[config.mk]
export PLATFORM = sky130hd
export DESIGN_NAME = ets_sweep_sequencer
export DESIGN_NICKNAME = d
export VERILOG_FILES = /design/src/rtl/picoview_pkg.sv /design/src/rtl/result_fifo.sv /design/src/rtl/ets_sweep_sequencer.sv
export SDC_FILE = /design/constraint.sdc
export NUM_CORES = 2
export LEC_CHECK = 0
export CORE_AREA = 2 2 402 404
export DETAILED_ROUTE_END_ITERATION = 8
export DIE_AREA = 0 0 404 406
export HOLD_SLACK_MARGIN = 0.1
export PLACE_DENSITY = 0.76
export SLEW_MARGIN = 20
export SYNTH_ARGS = -nofsm -noshare
export SYNTH_HDL_FRONTEND = slang
export SYNTH_SLANG_ARGS = --single-unit
[constraint.sdc]
create_clock -name clk -period 12.05 [get_ports clk]
set_input_delay 1.8075 -clock clk [delete_from_list [all_inputs] [get_ports clk]]
set_output_delay 1.8075 -clock clk [all_outputs]
set_load 0.01 [all_outputs]
[src/rtl/picoview_pkg.sv]
// Shared definitions for the picoview sweep logic.
//   - sweep_state_e : ETS sweep sequencer state encoding
//   - REG_SWEEP_*   : SPI register numbers for the sweep control registers
//   - STATUS_*_BIT  : bit positions inside the SWEEP_STATUS register
package picoview_pkg;

  typedef enum logic [2:0] {
    ST_IDLE       = 3'd0,
    ST_APPLY      = 3'd1,
    ST_SETTLE     = 3'd2,
    ST_TRIGGER    = 3'd3,
    ST_WAIT_START = 3'd4,
    ST_WAIT_DONE  = 3'd5,
    ST_STORE      = 3'd6,
    ST_FINISH     = 3'd7
  } sweep_state_e;

  localparam logic [7:0] REG_SWEEP_START_PHASE = 8'h20;
  localparam logic [7:0] REG_SWEEP_STEP        = 8'h21;
  localparam logic [7:0] REG_SWEEP_COUNT       = 8'h22;
  localparam logic [7:0] REG_SWEEP_FIFO        = 8'h23;
  localparam logic [7:0] REG_SWEEP_STATUS      = 8'h24;

  localparam int STATUS_BUSY_BIT     = 0;
  localparam int STATUS_DONE_BIT     = 1;
  localparam int STATUS_OVERFLOW_BIT = 2;
  localparam int STATUS_TIMEOUT_BIT  = 3;

endpackage

[src/rtl/result_fifo.sv]
// Synchronous first-word-fall-through FIFO.
//   clk, rst      : clock, asynchronous active-high reset
//   flush         : empties the FIFO (wins over push and pop)
//   push, wdata   : write request; refused when full unless a pop happens too
//   pop           : read strobe; ignored when empty
//   rdata, valid  : head entry, valid whenever the FIFO is not empty
//   full, count   : occupancy status
module result_fifo #(
  parameter int WIDTH = 32,
  parameter int DEPTH = 64
) (
  input  logic                     clk,
  input  logic                     rst,
  input  logic                     flush,
  input  logic                     push,
  input  logic [WIDTH-1:0]         wdata,
  input  logic                     pop,
  output logic [WIDTH-1:0]         rdata,
  output logic                     valid,
  output logic                     full,
  output logic [$clog2(DEPTH):0]   count
);

  localparam int AW = $clog2(DEPTH);
  localparam logic [AW:0] FULL_CNT = (AW+1)'(DEPTH);

  logic [WIDTH-1:0] mem_q [DEPTH];
  logic [AW-1:0]    wr_q, wr_d, rd_q, rd_d;
  logic [AW:0]      cnt_q, cnt_d;
  logic             push_ok, pop_ok;

  // When full, a push is accepted only alongside a pop: the read of the
  // old head is combinational, so overwriting that slot at the edge is safe.
  always_comb begin
    pop_ok  = pop && (cnt_q != '0);
    push_ok = push && ((cnt_q != FULL_CNT) || pop_ok);
    wr_d    = wr_q;
    rd_d    = rd_q;
    cnt_d   = cnt_q;
    if (flush) begin
      wr_d  = '0;
      rd_d  = '0;
      cnt_d = '0;
    end else begin
      if (push_ok) wr_d = wr_q + AW'(1);
      if (pop_ok)  rd_d = rd_q + AW'(1);
      case ({push_ok, pop_ok})
        2'b10:   cnt_d = cnt_q + (AW+1)'(1);
        2'b01:   cnt_d = cnt_q - (AW+1)'(1);
        default: cnt_d = cnt_q;
      endcase
    end
  end

  always_ff @(posedge clk or posedge rst) begin
    if (rst) begin
      wr_q  <= '0;
      rd_q  <= '0;
      cnt_q <= '0;
    end else begin
      wr_q  <= wr_d;
      rd_q  <= rd_d;
      cnt_q <= cnt_d;
    end
  end

  always_ff @(posedge clk) begin
    if (push_ok && !flush) mem_q[wr_q] <= wdata;
  end

  assign rdata = mem_q[rd_q];
  assign valid = (cnt_q != '0);
  assign full  = (cnt_q == FULL_CNT);
  assign count = cnt_q;

endmodule

[src/rtl/ets_sweep_sequencer.sv]
// ETS sweep sequencer: steps the clock-generator phase word across a
// programmed range, waits for settle + lock at each point, fires one sampler
// run and stores the 32-bit result in a FWFT result FIFO.
//   start/abort                       : one-cycle control pulses
//   phase_start/phase_step/step_count : sweep setup, latched on start
//   timing_control, clkgen_locked     : clock-generator interface
//   sampler_*                         : offset sampler interface
//   result_pop/data/valid/count       : result FIFO readback
//   busy, done, overflow, timeout     : status (last three sticky)
//   dbg_state                         : current sequencer state
//
// Handshakes: sampler_request_run is a single-cycle pulse; the sampler
// answers with sampler_running high, then a result is taken once
// sampler_running is low and sampler_result_ready is high. On the readback
// side result_data is valid whenever result_valid is high and an entry is
// consumed in each cycle where result_pop and result_valid are both high.
module ets_sweep_sequencer
  import picoview_pkg::*;
#(
  parameter int PHASE_WIDTH   = 32,
  parameter int RESULT_DEPTH  = 64,
  parameter int SETTLE_CYCLES = 1024,
  parameter int START_TIMEOUT = 255
) (
  input  logic                          clk,
  input  logic                          reset,
  input  logic                          start,
  input  logic                          abort,
  input  logic [PHASE_WIDTH-1:0]        phase_start,
  input  logic [PHASE_WIDTH-1:0]        phase_step,
  input  logic [15:0]                   step_count,
  output logic [PHASE_WIDTH-1:0]        timing_control,
  input  logic                          clkgen_locked,
  output logic                          sampler_request_run,
  input  logic                          sampler_running,
  input  logic                          sampler_result_ready,
  input  logic [31:0]                   sampler_result,
  input  logic                          result_pop,
  output logic [31:0]                   result_data,
  output logic                          result_valid,
  output logic [$clog2(RESULT_DEPTH):0] result_count,
  output logic                          busy,
  output logic                          done,
  output logic                          overflow,
  output logic                          timeout,
  output sweep_state_e                  dbg_state
);

  localparam int SW = $clog2(SETTLE_CYCLES + 1);
  localparam int TW = $clog2(START_TIMEOUT + 1);
  localparam logic [SW-1:0] SETTLE_LOAD  = SW'(SETTLE_CYCLES - 1);
  localparam logic [TW-1:0] TIMEOUT_LAST = TW'(START_TIMEOUT - 1);

  sweep_state_e           state_q, state_d;
  logic [PHASE_WIDTH-1:0] tc_q, tc_d;
  logic [PHASE_WIDTH-1:0] phase_q, phase_d;
  logic [PHASE_WIDTH-1:0] step_q, step_d;
  logic [15:0]            count_q, count_d;
  logic [15:0]            idx_q, idx_d;
  logic [SW-1:0]          settle_q, settle_d;
  logic [TW-1:0]          wait_q, wait_d;
  logic                   done_q, done_d;
  logic                   ovf_q, ovf_d;
  logic                   tmo_q, tmo_d;
  logic                   fifo_flush, fifo_push, fifo_full;

  // State register (plus datapath registers owned by the sequencer).
  always_ff @(posedge clk or posedge reset) begin
    if (reset) begin
      state_q  <= ST_IDLE;
      tc_q     <= '0;
      phase_q  <= '0;
      step_q   <= '0;
      count_q  <= '0;
      idx_q    <= '0;
      settle_q <= '0;
      wait_q   <= '0;
      done_q   <= 1'b0;
      ovf_q    <= 1'b0;
      tmo_q    <= 1'b0;
    end else begin
      state_q  <= state_d;
      tc_q     <= tc_d;
      phase_q  <= phase_d;
      step_q   <= step_d;
      count_q  <= count_d;
      idx_q    <= idx_d;
      settle_q <= settle_d;
      wait_q   <= wait_d;
      done_q   <= done_d;
      ovf_q    <= ovf_d;
      tmo_q    <= tmo_d;
    end
  end

  // Next-state and datapath updates. abort outranks everything else, and an
  // aborted STORE does not push its result.
  always_comb begin
    state_d    = state_q;
    tc_d       = tc_q;
    phase_d    = phase_q;
    step_d     = step_q;
    count_d    = count_q;
    idx_d      = idx_q;
    settle_d   = settle_q;
    wait_d     = wait_q;
    done_d     = done_q;
    ovf_d      = ovf_q;
    tmo_d      = tmo_q;
    fifo_flush = 1'b0;
    fifo_push  = 1'b0;
    if (abort && (state_q != ST_IDLE)) begin
      state_d = ST_IDLE;
    end else begin
      case (state_q)
        ST_IDLE: begin
          if (start) begin
            fifo_flush = 1'b1;
            done_d     = 1'b0;
            ovf_d      = 1'b0;
            tmo_d      = 1'b0;
            phase_d    = phase_start;
            step_d     = phase_step;
            count_d    = step_count;
            idx_d      = '0;
            state_d    = (step_count == 16'd0) ? ST_FINISH : ST_APPLY;
          end
        end
        ST_APPLY: begin
          tc_d     = phase_q;
          settle_d = SETTLE_LOAD;
          state_d  = ST_SETTLE;
        end
        ST_SETTLE: begin
          // Counter parks at zero; lock loss holds here indefinitely.
          if (settle_q == '0) begin
            if (clkgen_locked) state_d = ST_TRIGGER;
          end else begin
            settle_d = settle_q - SW'(1);
          end
        end
        ST_TRIGGER: begin
          wait_d  = '0;
          state_d = ST_WAIT_START;
        end
        ST_WAIT_START: begin
          if (sampler_running) begin
            state_d = ST_WAIT_DONE;
          end else if (wait_q == TIMEOUT_LAST) begin
            tmo_d   = 1'b1;
            state_d = ST_IDLE;
          end else begin
            wait_d = wait_q + TW'(1);
          end
        end
        ST_WAIT_DONE: begin
          if (!sampler_running && sampler_result_ready) state_d = ST_STORE;
        end
        ST_STORE: begin
          fifo_push = 1'b1;
          if (fifo_full && !result_pop) ovf_d = 1'b1;
          idx_d   = idx_q + 16'd1;
          phase_d = phase_q + step_q;
          state_d = (idx_q + 16'd1 == count_q) ? ST_FINISH : ST_APPLY;
        end
        ST_FINISH: begin
          done_d  = 1'b1;
          state_d = ST_IDLE;
        end
        default: state_d = ST_IDLE;
      endcase
    end
  end

  // Outputs decoded from the current state.
  always_comb begin
    sampler_request_run = (state_q == ST_TRIGGER);
    busy                = (state_q != ST_IDLE);
    dbg_state           = state_q;
  end

  assign timing_control = tc_q;
  assign done           = done_q;
  assign overflow       = ovf_q;
  assign timeout        = tmo_q;

  result_fifo #(
    .WIDTH (32),
    .DEPTH (RESULT_DEPTH)
  ) u_result_fifo (
    .clk   (clk),
    .rst   (reset),
    .flush (fifo_flush),
    .push  (fifo_push),
    .wdata (sampler_result),
    .pop   (result_pop),
    .rdata (result_data),
    .valid (result_valid),
    .full  (fifo_full),
    .count (result_count)
  );

endmodule
After elaboration in Yosys (flattened, before gate mapping)
Memories as Yosys holds them, arrays and structs flattened. Index checks and enable logic that the tools add are counted.

Register bits: 172. Bits in latches: 0. RAM bits: 2048. Bits in read-only memories: 0. Output and inout bits: 80. Memories kept: 1.

Memories: u_result_fifo.mem_q (words 64, bits a word 32, read ports 1, clocked after memory_dff 0, wr ports 1, line result_fifo.sv:27) `logic [WIDTH-1:0] mem_q [DEPTH];`.

Add/subtract/negate cells: 8. $mul: 0. Divide/modulo/power cells: 0. Magnitude comparators: 0. Equality and inequality tests: 24. Shift operators: 0. Multiplexer cells: 39. Bitwise operators: 1. Reduce and logical (&&, ||, !) cells: 32.

Operator list (count): $pmux W32 S2 (1); $add A32 B32 Y32 (1); $mux W32 (1); $pmux W16 S2 (1); $mux W3 (9); $mux W6 (4); $pmux W3 S8 (1); $pmux W11 S2 (1); $add A16 B1 Y16 const B (1); $eq A16 B16 Y1 (1); $logic_not A16 Y1 (1); $mux W16 (1); $mux W8 (2); $pmux W8 S2 (1); $pmux W7 S2 (1); $reduce_bool A2 Y1 (7); $add A6 B1 Y6 const B (2); $eq A3 B3 Y1 const B (4); $ne A2 B2 Y1 const B (6); $ne A3 B3 Y1 const B (4); $reduce_and A3 Y1 (4); $logic_not A11 Y1 (1); $mux W1 (11); $mux W11 (1); other kinds (24) (37).

Longest topological paths before layout
Depth after elaboration: 7. Depth in mapped cells: 15.

Modules after synthesis
Synthesis repeated with hierarchy kept, for this count alone.

Cell total of the unflattened synthesis: 4325. Area total of the unflattened synthesis: 87206.1 um^2.

By module, submodules not included: result_fifo (times used 1, cells an instance 3405, area each 78676.7 um^2, sequential area each 61974.4 um^2); ets_sweep_sequencer (times used 1, cells an instance 920, area each 8529.4 um^2, sequential area each 3828.7 um^2).

Least setup slack after synthesis
No wires, ideal clock.

Path type: in2reg. From: input port abort. To: memory u_result_fifo.mem_q[47][0] (enable). Setup time: 0.421 ns. Arrival: 4.196 ns. Slack: 7.433 ns. Stages: 7. Path through: inv_2 > nand2_1 > nor2_1 > and2_1 > nand3_1 > clkbuf_1 > nor2_1.

Word-level cells in the longest chain between the ends: 6. Elaborated cells on any way between the ends: 8. Those cells by class: mux (4); reduce/logical (4).

RTL lines: start: declaration (line ets_sweep_sequencer.sv:28) `input logic abort,`; $logic_and A1 B1 Y1 * (line ets_sweep_sequencer.sv:112) `if (abort && (state_q != ST_IDLE)) begin`; $mux W1 (line ets_sweep_sequencer.sv:112); $logic_and A1 B1 Y1 or $logic_not A1 Y1 (tied branches) (line result_fifo.sv:36, result_fifo.sv:68); $logic_and A1 B1 Y1 * (line result_fifo.sv:68) `if (push_ok && !flush) mem_q[wr_q] <= wdata;`; $mux W1 * (line result_fifo.sv:68); $mux W1 (not written as such) * (line result_fifo.sv:68); end: declaration (line result_fifo.sv:27).

Every way passes the cells marked *; elsewhere a longest branch is shown, timed or not.

Final worst setup path
From: register u_result_fifo.rd_q[0]. To: output port result_data[12].

Word-level cells in the longest chain between the ends: 1.

RTL lines: start: declaration (line result_fifo.sv:28) `logic [AW-1:0] wr_q, wr_d, rd_q, rd_d;`; start signal: assignment (line result_fifo.sv:62) `rd_q <= rd_d;`; $mem_v2 Z64 W32; end: declaration (line ets_sweep_sequencer.sv:39) `output logic [31:0] result_data,`.

No other way between the ends.

==> results.md <==
* Outcome: finished clean
* RSZ-0062 raised after global routing: false
* GRT overflow at 0
* Cell family with most CP delay: buffers and inverters
* Vias in the first global route at 45.85k
* Cell mode on critical path: mux4_2
* Grt peak-use layer: met2
* GR Util met2 at 46.00%
* Post-synth cell types at 66
* Htree depth at 4
* Final wirelength at 247600 µm
* Leakage at 31.53 nW
* Layout Skew at 0.06794 ns
* CP Capture Type: output pin
* Most frequent cells in the layout: edfxtp_1 (2048), mux4_2 (672), nand2_1 (334), clkbuf_16 (210), clkdlybuf4s50_1 (168)
* Period utilization at 62.85%
* Cell Rows at 147
* Cells after synthesis at 4115
* Req. time, crit path at 10.24 ns
* Synth Register Bits at 2220
* Final Hold Fails at 0
* Antenna Nets Post-Route at 0
* Worst reg2reg setup slack at 6.68 ns
* Root buf cell: clkbuf_16
* Worst-Margin Slew at 1.211 ns
* Final setup fails at 0
* Chip width at 404 µm
* Crit path max fanout at 69
* R2R cell count at 8
* Reg2reg end: u_result_fifo.mem_q[15][22]
* Hold EP: timing_control[0]
* Clock latency on the worst-skew pair at 0.87 ns
* P&R area growth vs syn at 13.76%
* Syn_nets at 4279
* CP startpoint kind: flop
* GR Util met3 at 10.32%
* Cts repair resizes at 0
* Share of flip-flops with an asynchronous set or reset at 7.748%
* Nets at 4569
* Via total after detailed routing at 46.29k
* CTS tree: yes
* Post-Place Worst Slack at 5.337 ns
* DRT iter0 DRCs at 7568
* Dpl cell area at 92200 µm²
* Max-slew violation count at 0
* Setup WS post-layout at 4.476 ns
* GR Layer Usage met1 at 41.10%
* FF-to-FF Start: dbg_state[1]
* DIE AREA at 164000 µm²
* Max-cap violation count at 0
* Critical path cell sequence: buf_12, buf_16, buf_4, mux4_2, mux4_2, mux4_2, clkdlybuf4s50_1
* EDFF count, synth at 2048
* Largest net degree at the start of global routing at 154
* Post-Syn Area at 87340 µm²
* Commonest non-fill, non-tap cell in the layout: edfxtp_1
* Final instance area at 99360 µm²
* IO Count at 200
* Worst Min Path Start: timing_control[0]
* Hpwl dp at 120400 µm
* CORE AREA at 159600 µm²
* Buf/Inv on CP at 4
* Critical Path Source: u_result_fifo.rd_q[0]
* Post-route minimum period at 7.574 ns
* WL/cell at 37.08 µm
* Clock Tree Buf Depth at 3
* Clk sinks at 2220
* Total CTS buffers at 208
* CP max stage delay at 1.00 ns
* First-pass GRT wire length at 344900 µm
* Syn_area_per_cell at 21.22 µm²
* Initial core utilization at 54.71%
* Vias per cell at 6.934
* Synth warn at 0
* Die Height at 406 µm
* Hold Crit Class: flop to flop
* Worst Hold Depth at 2
* Clock slew at reported path FFs at 0.06 ns
* Layout cell share with drive strength beyond 1 at 26.09%
* Sequential fraction of the synthesis area at 75.34%
* RePlAce Congestion at 0.8541
* CP Data Arrival Time at 5.77 ns
* Slowest stage cell, crit path: dfrtp_4
* DR pass1 iterations at 6
* WHS at 0.4752 ns
* Post-CTS Hold Buffers at 0
* Max_slew headroom at 19.25%
* Synth Flop Type: edfxtp_1
* Setup Buffers After CTS at 0
* Kind of critical path: flop to output pin
* PwrDens at 210.4 nW/µm²
* Max IR drop VDD at 0.2368 mV
* Final setup TNS at 0 ns
* All-Layer GR Usage at 30.42%
* Antenna violations before repair at 24
* PortBufs at 199
* DR DRC count at 0
* Fmax at 132.0 MHz
[how the worst max path moves through the flow]
| stage | to | cells after the start |
|---|---|---|
| 6_report | result_data[12] | 7 |
| 5_1_grt | result_data[15] | 7 |
| 4_1_cts | result_data[1] | 6 |
| 3_5_place_dp | result_data[1] | 6 |
| 3_3_place_gp | result_data[12] | 6 |
| 2_1_floorplan | count_q[0] | 1 |
[report_power, final]
part           switching [mW]  internal (mW)  total, mW
combinational            2.63           2.62       5.25
sequential              0.297           8.63       8.92
clock                    2.96           3.78       6.74
[cells in the mapped netlist (4+ instances only)]
| library cell | instances | area, µm² |
|---|---|---|
| nor2_1 | 137 | 514.2 |
| a211oi_1 | 10 | 75.07 |
| mux4_2 | 672 | 15130 |
| and3_1 | 19 | 118.9 |
| buf_6 | 4 | 45.04 |
| and2_1 | 10 | 62.56 |
| nor4_1 | 11 | 68.82 |
| dfrtp_1 | 172 | 4304 |
| buf_1 | 33 | 123.9 |
| a21oi_1 | 68 | 340.3 |
| edfxtp_1 | 2048 | 61500 |
| ha_1 | 42 | 525.5 |
| inv_1 | 27 | 101.4 |
| o21a_1 | 6 | 45.04 |
| o21bai_1 | 7 | 52.55 |
| o22ai_1 | 4 | 25.02 |
| nand2_1 | 335 | 1257 |
| nand4_1 | 16 | 100.1 |
| xor2_1 | 31 | 271.5 |
| or3_1 | 8 | 50.05 |
| inv_2 | 4 | 15.01 |
| a221oi_1 | 4 | 35.03 |
| o31ai_1 | 14 | 105.1 |
| nand2b_1 | 4 | 25.02 |
| a22oi_1 | 11 | 82.58 |
| nor3_1 | 16 | 80.08 |
| o211ai_1 | 5 | 37.54 |
| nor2b_1 | 9 | 56.30 |
| a31oi_1 | 8 | 50.05 |
| o21ai_1 | 52 | 260.3 |
| nand3b_1 | 4 | 30.03 |
| clkbuf_1 | 125 | 469.2 |
| o21ai_0 | 20 | 100.1 |
| xnor2_1 | 39 | 341.6 |
| buf_2 | 51 | 255.2 |
| a21o_1 | 11 | 82.58 |
| nand3_1 | 29 | 145.1 |
[layout make-up]
cell class,instances,area (µm²)
Clock inverter,132,1539
Clock buffer,250,5445
Antenna cell,13,32.53
Multi-Input combinational cell,1651,21030
Tap cell,2086,2610
Inverter,31,121.4
Timing Repair Buffer,293,2759
Sequential cell,2220,65830
Fill cell,10310,60290
[routing by layer]
layer / share of wire [%] / up-vias
li1: - / 17620
met1: 35 / 24060
met2: 47 / 3947
met3: 14 / 652
met4: 4.2 / 18
met5: 0.050 / -
[cells by family (layout without fill, tap and decap cells)]
| group | count (synthesis) | count (layout) | share of synthesized area, % |
|---|---|---|---|
| flip-flops | 2220 | 2220 | 75.34 |
| buffers and inverters | 244 | 706 | 1.156 |
| other | 0 | 13 | 0 |
| adder cells (fa/ha/maj) | 44 | 44 | 0.6475 |
| XOR/XNOR | 70 | 70 | 0.7020 |
| multiplexers | 676 | 676 | 17.38 |
| AND/OR/NAND/NOR | 613 | 613 | 3.010 |
| AO/OA/AOI/OAI | 248 | 248 | 1.768 |
[sequential cells by signal, indices dropped and copies added (netlist names)]
| signal | count |
|---|---|
| done | 1 |
| settle_q | 11 |
| dbg_state | 3 |
| overflow | 1 |
| wait_q | 8 |
| phase_q | 32 |
| timeout | 1 |
| count_q | 16 |
| u_result_fifo.wr_q | 6 |
| u_result_fifo.count | 7 |
| u_result_fifo.rd_q | 6 |
| u_result_fifo.mem_q | 2048 |
| idx_q | 16 |
| timing_control | 32 |
| step_q | 32 |
[worst register-to-register path: stages (launching register included)]
cell and delay, ns:
dfrtp_1 0.74, and3_1 0.80, nand2_1 0.11, buf_4 0.31, nor2_1 0.44, and2_1 0.33
nand3_1 0.71, nor2_4 1.02, buf_4 0.57
[through the flow]
step           power (mW)  std cells  util [%]
3_5_place_dp        14.21       6276     57.75
5_1_grt             21.58       6665     62.22
2_1_floorplan       12.69       4115         -
6_report            20.91       6676     62.24
3_3_place_gp        14.14       6275     57.74
4_1_cts             20.92       6658     62.13
Power figures use the tool's default switching activity.
